**src/rtl/instruction_sequencer_pkg.sv**
```systemverilog
// Shared definitions for the instruction sequencer: instruction layout,
// opcode and register-select constants, and the sequencer state encoding.
package instruction_sequencer_pkg;

  localparam int unsigned INSTR_W = 13;

  localparam logic [1:0] OP_STORE = 2'b00;
  localparam logic [1:0] OP_LOAD  = 2'b01;
  localparam logic [1:0] OP_ADD   = 2'b10;
  localparam logic [1:0] OP_MUL   = 2'b11;

  localparam logic [1:0] REG_A1 = 2'b00;
  localparam logic [1:0] REG_A2 = 2'b01;
  localparam logic [1:0] REG_A3 = 2'b10;
  localparam logic [1:0] REG_A4 = 2'b11;

  typedef enum logic [1:0] {
    IDLE     = 2'd0,
    WAIT_MEM = 2'd1,
    WAIT_ALU = 2'd2
  } seq_state_t;

endpackage

```
**src/rtl/instruction_sequencer_fifo.sv**
```systemverilog
// Instruction buffer: power-of-two depth FIFO with full/empty flags and a
// combinational head output.
module instr_fifo #(
  parameter int unsigned WIDTH = 13,
  parameter int unsigned DEPTH = 4
) (
  input  logic             clk,
  input  logic             rst,
  input  logic             push,
  input  logic             pop,
  input  logic [WIDTH-1:0] wr_data,
  output logic [WIDTH-1:0] rd_data,
  output logic             full,
  output logic             empty
);

  localparam int unsigned AW = $clog2(DEPTH);

  logic [WIDTH-1:0] mem [DEPTH];
  logic [AW-1:0]    wr_ptr;
  logic [AW-1:0]    rd_ptr;
  logic [AW:0]      count;
  logic             do_push;
  logic             do_pop;

  assign do_push = push && !full;
  assign do_pop  = pop && !empty;
  assign full    = (count == (AW+1)'(DEPTH));
  assign empty   = (count == '0);
  assign rd_data = mem[rd_ptr];

  always_ff @(posedge clk) begin
    if (do_push) mem[wr_ptr] <= wr_data;
  end

  // Pointers wrap naturally because DEPTH is a power of two.
  always_ff @(posedge clk or negedge rst) begin
    if (!rst) begin
      wr_ptr <= '0;
      rd_ptr <= '0;
      count  <= '0;
    end else begin
      if (do_push) wr_ptr <= wr_ptr + 1'b1;
      if (do_pop)  rd_ptr <= rd_ptr + 1'b1;
      unique case ({do_push, do_pop})
        2'b10:   count <= count + 1'b1;
        2'b01:   count <= count - 1'b1;
        default: count <= count;
      endcase
    end
  end

endmodule

```
**src/rtl/instruction_sequencer.sv**
```systemverilog
// Buffers 13-bit instructions and issues them one at a time to the memory
// port (load/store) or the ALU (add/multiply), counting retirements.
module instruction_sequencer
  import instruction_sequencer_pkg::*;
#(
  parameter int unsigned FIFO_DEPTH = 4
) (
  input  logic               clk,
  input  logic               rst,
  input  logic               instr_valid,
  input  logic [INSTR_W-1:0] instr,
  output logic               instr_ready,
  output logic               mem_req,
  output logic               mem_we,
  output logic [8:0]         mem_addr,
  output logic [1:0]         mem_reg_sel,
  input  logic               mem_ack,
  output logic               alu_start,
  output logic               alu_op,
  input  logic               alu_done,
  output logic               busy,
  output logic [15:0]        retired_count
);

  seq_state_t         state;
  logic [INSTR_W-1:0] head;
  logic [1:0]         head_op;
  logic               fifo_full;
  logic               fifo_empty;
  logic               push;
  logic               pop;

  // Gating with rst keeps the producer off while the buffer is held in reset.
  assign instr_ready = rst && !fifo_full;
  assign push        = instr_valid && instr_ready;
  assign pop         = (state == IDLE) && !fifo_empty;
  assign busy        = !fifo_empty || (state != IDLE);
  assign head_op     = head[12:11];

  instr_fifo #(
    .WIDTH(INSTR_W),
    .DEPTH(FIFO_DEPTH)
  ) u_fifo (
    .clk     (clk),
    .rst     (rst),
    .push    (push),
    .pop     (pop),
    .wr_data (instr),
    .rd_data (head),
    .full    (fifo_full),
    .empty   (fifo_empty)
  );

  always_ff @(posedge clk or negedge rst) begin
    if (!rst) begin
      state         <= IDLE;
      mem_req       <= 1'b0;
      mem_we        <= 1'b0;
      mem_addr      <= '0;
      mem_reg_sel   <= '0;
      alu_start     <= 1'b0;
      alu_op        <= 1'b0;
      retired_count <= '0;
    end else begin
      unique case (state)
        IDLE: begin
          if (pop) begin
            if (!head_op[1]) begin
              state       <= WAIT_MEM;
              mem_req     <= 1'b1;
              mem_we      <= (head_op == OP_STORE);
              mem_addr    <= head[8:0];
              mem_reg_sel <= head[10:9];
            end else begin
              state     <= WAIT_ALU;
              alu_start <= 1'b1;
              alu_op    <= head[11];
            end
          end
        end
        WAIT_MEM: begin
          if (mem_ack) begin
            state         <= IDLE;
            mem_req       <= 1'b0;
            retired_count <= retired_count + 1'b1;
          end
        end
        WAIT_ALU: begin
          alu_start <= 1'b0;
          // alu_done coinciding with the start pulse belongs to nothing we issued.
          if (alu_done && !alu_start) begin
            state         <= IDLE;
            retired_count <= retired_count + 1'b1;
          end
        end
        default: state <= IDLE;
      endcase
    end
  end

endmodule

```
**config.mk**
```make
export PLATFORM = sky130hd
export DESIGN_NAME = instruction_sequencer
export DESIGN_NICKNAME = d
export VERILOG_FILES = /design/src/rtl/instruction_sequencer_pkg.sv /design/src/rtl/instruction_sequencer_fifo.sv /design/src/rtl/instruction_sequencer.sv
export SDC_FILE = /design/constraint.sdc
export NUM_CORES = 1
export LEC_CHECK = 0
export BUFFER_PORTS_ARGS = -buffer_cell sky130_fd_sc_hd__buf_4
export CORE_MARGIN = 10
export CORE_UTILIZATION = 57
export CTS_CLUSTER_SIZE = 40
export DETAILED_ROUTE_END_ITERATION = 8
export PLACE_DENSITY_LB_ADDON = 0.15
export SYNTH_ARGS = -nofsm -noshare
export SYNTH_HDL_FRONTEND = slang
export SYNTH_SLANG_ARGS = --single-unit
```
**constraint.sdc**
```tcl
create_clock -name clk -period 2.7 [get_ports clk]
set_clock_uncertainty 0.1 [all_clocks]
set_input_delay 0.54 -clock clk [delete_from_list [all_inputs] [get_ports clk]]
set_output_delay 0.54 -clock clk [all_outputs]
set_load 0.02 [all_outputs]
```
=== Word level (Yosys, flattened, before mapping) ===
Memory sizes are Yosys's and may differ from the RTL's.
Cells that the tools add are included.

* Add/subtract/negate cells: 5
* Bitwise gates (word level): 1
* Reductions and logical operators: 24
* Equal/unequal tests: 10
* Muxes and demuxes: 18

{| class="wikitable"
|+ Operators by type and width
! cell !! count
|-
| 16-bit two-way mux || 2
|-
| 16-bit one-hot mux with 2 select lines || 1
|-
| 16-bit by 1-bit adder with 16-bit output, second input constant || 1
|-
| 3-bit AND reduction || 5
|-
| 2-bit nonzero test || 5
|-
| 2-bit two-way mux || 4
|-
| 2-bit inequality test, second input constant || 4
|-
| 1-bit two-way mux || 7
|-
| 1-bit logical AND || 6
|-
| 2-bit one-hot mux with 3 select lines || 1
|-
| 3-bit one-hot mux with 2 select lines || 1
|-
| 2-bit by 1-bit adder with 2-bit output, second input constant || 2
|-
| 2-bit by 1-bit equality test with 1-bit output, second input constant || 2
|-
| 2-bit equality test, second input constant || 2
|-
| 2-bit zero test || 2
|-
| 1-bit one-hot mux with 2 select lines || 2
|-
| 4-bit AND reduction || 1
|-
| 3-bit by 1-bit adder with 3-bit output, second input constant || 1
|-
| 3-bit equality test, second input constant || 1
|-
| 1-bit zero test || 3
|-
| 3-bit zero test || 1
|-
| 3-bit by 1-bit subtractor with 3-bit output, second input constant || 1
|-
| 2-bit by 1-bit inequality test with 1-bit output, second input constant || 1
|-
| 1-bit logical OR || 1
|-
| 1-bit inverter || 1
|}

* Bits in registers: 40
* Word-level logic and storage cells: 70
* Output and inout port bits: 33
* Memories: 1
* RAM bits: 52

{| class="wikitable"
|+ Memories
! memory !! depth !! bits a word !! read ports !! clocked after memory_dff !! write ports !! RTL line !! source
|-
| u_fifo.mem || 4 || 13 || 1 || 0 || 1 || instruction_sequencer_fifo.sv:19 || <nowiki>logic [WIDTH-1:0] mem [DEPTH];</nowiki>
|}

=== Longest topological paths before layout ===
* Depth after elaboration: 7
* Gate-level depth with buffers: 10
* Depth with buffers taken out: 10

=== By module ===
Synthesis repeated with hierarchy kept, for this count alone.

* Cell total of the unflattened synthesis: 225
* Area total of the unflattened synthesis: 3,839.9 sq um

{| class="wikitable"
|+ Modules (own cells, without submodules)
! module !! area each (sq um) !! seq. area each (sq um) !! instances !! cells an instance
|-
| instr_fifo || 2,334.7 || 1,736.7 || 1 || 105
|-
| instruction_sequencer || 1,505.2 || 825.8 || 1 || 120
|}

=== Worst setup path before layout ===
OpenSTA, ideal clock, no wires.

* Kind: in2reg
* Start: in rst
* End: reg u_fifo.count[2]
* Required time: 2.475 ns
* Library setup time: 0.125 ns
* Slack: 0.357 ns
* Cell stages on the path: 10
* Arrival time: 2.118 ns
* Cells stage by stage: inv_1 a31oi_1 and2_1 inv_1 ha_1 inv_1 fa_1 xor2_1 nor2_1 xor2_1

* Cells in the longest elaborated chain, start to end: 5

{| class="wikitable"
|+ Ends and longest elaborated chain
! what !! RTL line !! source
|-
| start, declared || instruction_sequencer.sv:9 || <nowiki>input logic rst,</nowiki>
|-
| 1-bit logical AND (*) || instruction_sequencer.sv:34 || <nowiki>assign instr_ready = rst && !fifo_full;</nowiki>
|-
| net instr_ready || instruction_sequencer.sv:12 || <nowiki>output logic instr_ready,</nowiki>
|-
| 1-bit logical AND (*) || instruction_sequencer.sv:35 || <nowiki>assign push = instr_valid && instr_ready;</nowiki>
|-
| 1-bit logical AND (*) || instruction_sequencer_fifo.sv:26 || <nowiki>assign do_push = push && !full;</nowiki>
|-
| 2-bit by 1-bit equality test with 1-bit output / 2-bit equality test (equally long branches) || instruction_sequencer_fifo.sv:45 || <nowiki>unique case ({do_push, do_pop})</nowiki>
|-
| 3-bit one-hot mux with 2 select lines / 2-bit nonzero test (equally long branches) || - ||
|-
| end signal, assigned || instruction_sequencer_fifo.sv:46 || <nowiki>2'b10: count <= count + 1'b1;</nowiki>
|-
| end signal, assigned || instruction_sequencer_fifo.sv:47 || <nowiki>2'b01: count <= count - 1'b1;</nowiki>
|-
| end signal, assigned || instruction_sequencer_fifo.sv:48 || <nowiki>default: count <= count;</nowiki>
|-
| end, declared || instruction_sequencer_fifo.sv:22 || <nowiki>logic [AW:0] count;</nowiki>
|}

The timed path passes the listed nets; every way through them passes the cells marked *.
A chain may end at the register's enable or synchronous reset.

=== Worst setup path in the final report ===
* Start: reg state[0]
* End: reg u_fifo.count[2]

* Cells in the longest elaborated chain, start to end: 5

{| class="wikitable"
|+ Ends and longest elaborated chain
! what !! RTL line !! source
|-
| start, declared || instruction_sequencer.sv:25 || <nowiki>seq_state_t state;</nowiki>
|-
| start signal, assigned || instruction_sequencer.sv:56 || <nowiki>state <= IDLE;</nowiki>
|-
| start signal, assigned || instruction_sequencer.sv:69 || <nowiki>state <= WAIT_MEM;</nowiki>
|-
| start signal, assigned || instruction_sequencer.sv:75 || <nowiki>state <= WAIT_ALU;</nowiki>
|-
| 2-bit zero test (*) || instruction_sequencer.sv:36 || <nowiki>assign pop = (state == IDLE) && !fifo_empty;</nowiki>
|-
| 1-bit logical AND (*) || instruction_sequencer.sv:36 ||
|-
| 1-bit logical AND (*) || instruction_sequencer_fifo.sv:27 || <nowiki>assign do_pop = pop && !empty;</nowiki>
|-
| net u_fifo.do_pop || instruction_sequencer_fifo.sv:24 || <nowiki>logic do_pop;</nowiki>
|-
| 2-bit by 1-bit equality test with 1-bit output / 2-bit equality test (equally long branches) || instruction_sequencer_fifo.sv:45 ||
|-
| 3-bit one-hot mux with 2 select lines / 2-bit nonzero test (equally long branches) || - ||
|}

Marked as above.

==> run_summary.xml <==
<?xml version="1.0" encoding="UTF-8"?>
<metrics>
  <group name="synth">
    <metric name="synth-xor-area-share" unit="%">4.94</metric>
    <metric name="seq_area_frac_synth" unit="%">68.8</metric>
    <metric name="synth_cells" unit="">219</metric>
    <metric name="share_of_synthesized_cell_area_in_full_adder_half_adder_and_majority_cells" unit="%">2.55</metric>
    <metric name="synth_edf_count" unit="">52</metric>
    <metric name="synth-async-reset-ratio" unit="%">43.5</metric>
    <metric name="synth_top_flop_cell" unit="">sky130_fd_sc_hd__edfxtp_1</metric>
    <metric name="synth_cell_type_count" unit="">34</metric>
    <metric name="synth_compound_gate_area_share" unit="%">1.65</metric>
    <metric name="mappedNetlistNets" unit="">244</metric>
    <metric name="yosys_warning_total" unit="">0</metric>
    <metric name="ys_seq_elements" unit="">92</metric>
    <metric name="syn_area_per_cell" unit="µm²">17.0</metric>
    <metric name="synth_simple_gate_area_share" unit="%">6.65</metric>
    <metric name="syn_area" unit="µm²">3730</metric>
    <metric name="synth_mux_area_share" unit="%">13.4</metric>
    <metric name="synth_top_family_by_area" unit="">multiplexers</metric>
  </group>
  <group name="clocking">
    <metric name="cts_resized" unit="">0</metric>
    <metric name="cts-buffers-inserted" unit="">9</metric>
    <metric name="buffer_levels_on_the_longest_clock_path" unit="">2</metric>
    <metric name="cts_tree" unit="">built</metric>
    <metric name="worst_skew_pair.late_latency" unit="ns">0.34</metric>
    <metric name="cts-hold-fix-buffers" unit="">0</metric>
    <metric name="clk_transition_reported_paths" unit="ns">0.09</metric>
    <metric name="ctsRootBufferMaster" unit="">sky130_fd_sc_hd__clkbuf_8</metric>
    <metric name="cts_num_sinks" unit="">92</metric>
    <metric name="clock_tree.htree_level_count" unit="">3</metric>
    <metric name="post_cts_buffers" unit="">0</metric>
  </group>
  <group name="critical_path">
    <metric name="cp-end-kind" unit="">register</metric>
    <metric name="critPathLaunchType" unit="">register</metric>
    <metric name="max_stage_delay" unit="ns">0.51</metric>
    <metric name="reg2reg_slack" unit="ns">0.40</metric>
    <metric name="critPathRequiredTime" unit="ns">2.87</metric>
    <metric name="critPathArrivalTime" unit="ns">2.47</metric>
    <metric name="critical-path-slowest-cell" unit="">sky130_fd_sc_hd__nor3_1</metric>
    <metric name="worst_path_most_repeated_cell" unit="">sky130_fd_sc_hd__xor2_1</metric>
    <metric name="setup.worst_path.class" unit="">register to register</metric>
    <metric name="critical_path_peak_fanout" unit="">10</metric>
    <metric name="crit_path_cell_trace" unit="">nor3_1 -&gt; ha_1 -&gt; inv_1 -&gt; fa_1 -&gt; xor2_1 -&gt; nor2_1 -&gt; xor2_1</metric>
    <metric name="worstSetupStartpoint" unit="">state[0]$_DFFE_PN0P_</metric>
    <metric name="rr_startpoint" unit="">state[0]$_DFFE_PN0P_</metric>
  </group>
  <group name="power">
    <metric name="worst_ir_drop_vdd" unit="µV">771</metric>
    <metric name="clockPowerShare" unit="%">21.6</metric>
    <metric name="cellLeakagePower" unit="µW">0.00185</metric>
    <metric name="power.internal" unit="µW">3230</metric>
    <metric name="power_density" unit="nW/µm²">1070</metric>
    <metric name="power" unit="µW">4760</metric>
    <metric name="part_of_the_power_in_registers" unit="%">42.5</metric>
    <metric name="comb_power_share" unit="%">35.8</metric>
    <metric name="swShare" unit="%">32.2</metric>
    <metric name="netSwitchingPower" unit="µW">1530</metric>
  </group>
  <group name="sta">
    <metric name="final.period_utilization" unit="%">85.1</metric>
    <metric name="maxClockFrequency" unit="GHz">0.435</metric>
    <metric name="final_worst_setup_slack" unit="ns">0.403</metric>
    <metric name="worst-slew-pin-transition" unit="ns">0.538</metric>
    <metric name="setup_violations" unit="">0</metric>
    <metric name="slew-limit-headroom" unit="%">63.9</metric>
    <metric name="finalWorstPathRequiredPeriod" unit="ns">2.30</metric>
    <metric name="grt_setup_unrepaired" unit="">no</metric>
    <metric name="fin_tns_setup" unit="ns">0</metric>
    <metric name="final_hold_viol_count" unit="">0</metric>
    <metric name="final_max_slew_viol_count" unit="">0</metric>
  </group>
  <group name="layout">
    <metric name="final_cell_mix" unit="">60 x sky130_fd_sc_hd__buf_4, 52 x sky130_fd_sc_hd__edfxtp_1, 40 x sky130_fd_sc_hd__dfrtp_1, 11 x sky130_fd_sc_hd__nor2_1, 11 x sky130_fd_sc_hd__xnor2_1</metric>
    <metric name="layout.cells.non_filler" unit="">365</metric>
    <metric name="layout_commonest_cell" unit="">sky130_fd_sc_hd__buf_4</metric>
    <metric name="num-nets-final" unit="">308</metric>
    <metric name="fillers" unit="">428</metric>
    <metric name="diodes_inserted" unit="">0</metric>
    <metric name="finish.utilization" unit="%">70.2</metric>
    <metric name="layout-area-overhead-vs-synth" unit="%">19.6</metric>
    <metric name="drive_gt1_share" unit="%">34.7</metric>
  </group>
  <group name="flow_run">
    <metric name="max-cap-violations" unit="">0</metric>
  </group>
  <group name="floorplanning">
    <metric name="floorplan.core_area" unit="µm²">6350</metric>
    <metric name="dieWidth" unit="µm">101</metric>
    <metric name="design.portCount" unit="">51</metric>
    <metric name="die_area" unit="µm²">10200</metric>
    <metric name="std_cell_rows" unit="">29</metric>
    <metric name="chipHeight" unit="µm">101</metric>
    <metric name="floorplan.initialDensity" unit="%">58.7</metric>
  </group>
  <group name="grt">
    <metric name="grt-ovfl-total" unit="">0</metric>
    <metric name="first_pass_grt_wire_length" unit="mm">11.2</metric>
    <metric name="grt_antenna_before_repair" unit="">0</metric>
    <metric name="number_of_global_route_vias_before_repair" unit="">2163</metric>
    <metric name="pin_count_of_the_biggest_net_entering_global_routing" unit="">41</metric>
    <metric name="global_routing_usage_summed_across_all_routing_layers" unit="%">14.2</metric>
  </group>
  <group name="run_status">
    <metric name="run_status" unit="">completed</metric>
  </group>
  <group name="drt">
    <metric name="drc" unit="">0</metric>
    <metric name="first_iter_violations" unit="">83</metric>
    <metric name="drt_pre_antenna_iters" unit="">4</metric>
    <metric name="drt_wl_total" unit="mm">6.83</metric>
    <metric name="remaining_antenna_violation_count_after_routing" unit="">0</metric>
    <metric name="via_per_instance_ratio" unit="">5.47</metric>
    <metric name="wl_cell" unit="µm">18.7</metric>
    <metric name="route.vias.total" unit="">1995</metric>
  </group>
  <group name="hold_path">
    <metric name="hold_path.class" unit="">primary input to asynchronous set/reset pin</metric>
  </group>
  <group name="place">
    <metric name="place.detailed.hpwl" unit="mm">4.53</metric>
    <metric name="place.gp.congestion" unit="">0.795</metric>
    <metric name="dpl_worst_slack" unit="ns">0.405</metric>
    <metric name="portBuffers" unit="">50</metric>
    <metric name="post_place_cells" unit="">349</metric>
  </group>
</metrics>
[path summary, 6_finish.rpt]
path | to | cells after the start
max in group asynchronous | mem_addr[5]$_DFFE_PN0P_ | 2
worst min register to register | retired_count[15]$_DFFE_PN0P_ | 1
worst min-delay path | retired_count[0]$_DFFE_PN0P_ | 2
worst max register to register | u_fifo.count[2]$_DFFE_PN0P_ | 7
worst max-delay path | u_fifo.count[2]$_DFFE_PN0P_ | 7
min in group clk | u_fifo.mem[0][10]$_DFFE_PP_ | 1
[power groups by stage]
stage	Combinational [µW]	Sequential (µW)	Clock (µW)
2_1_floorplan	1060	2160	0
3_3_place_gp	1690	2040	0
3_5_place_dp	1730	2050	0
4_1_cts	1740	2030	1040
5_1_grt	1880	2070	1100
6_report	1710	2020	1030
[critical path, delay by kind of cell, from the launching register on]
family	cells	cell delay (ns)
adders and majority gates	2	0.64
and+or+nand+nor	2	0.62
DFF	1	0.50
xor gates and xnor gates	2	0.30
buffers and inverters	1	0.06
[cell type report]
type / instances / area [µm²] / area share, %
Clock inverter: 5 / 85.1 / 1.91
Timing Repair Buffer: 60 / 450 / 10.1
Multi-Input combinational cell: 111 / 1090 / 24.4
Tap cell: 77 / 96.3 / 2.16
Clock buffer: 11 / 141 / 3.17
Sequential cell: 92 / 2560 / 57.5
Inverter: 9 / 33.8 / 0.758
[metrics by stage]
step	hold slack [ns]	area (µm²)
after global placement	0.360	4230
after global routing	0.202	4460
after CTS	0.191	4460
final	0.177	4460
after detailed placement	0.384	4230
after floorplan	0.144	3730
[sequential cells by signal, indices dropped and copies added (netlist names)]
signal	flops
alu_start	1
retired_count	16
mem_addr	9
alu_op	1
u_fifo.wr_ptr	2
mem_reg_sel	2
u_fifo.mem	52
u_fifo.rd_ptr	2
mem_req	1
state	2
mem_we	1
u_fifo.count	3
[Yosys cell counts (all sizes together) (2+ instances only)]
cell type,n,area [µm²]
a211oi,2,15.0
a21oi,5,25.0
and2,2,12.5
and3,5,31.3
buf,5,36.3
clkbuf,2,7.51
dfrtp,40,1000
edfxtp,52,1560
ha,6,75.1
inv,9,33.8
mux2,14,184
mux4,13,304
nand2,8,30.0
nand2b,2,12.5
nand3,4,20.0
nand4,4,25.0
nor2,11,41.3
nor3,4,20.0
nor4,2,27.5
xnor2,11,96.3
xor2,10,87.6
[cell families (layout without fill, tap and decap cells)]
group	after synthesis	count (layout)
adder cells (fa/ha/maj)	7	7
multiplexers	28	28
XOR/XNOR	21	21
flip-flops	92	92
AND/OR/NAND/NOR	45	45
buffers and inverters	16	85
AO/OA/AOI/OAI	10	10
[per-layer routing]
layer	global-route usage (%)	vias up	wire length (µm)
li1	-	932	-
met1	18.2	997	2980
met2	22.2	62	3340
met3	4.32	4	469
met4	5.22	0	45
met5	0	-	0
Note: power is estimated with default switching activity, not from simulation.
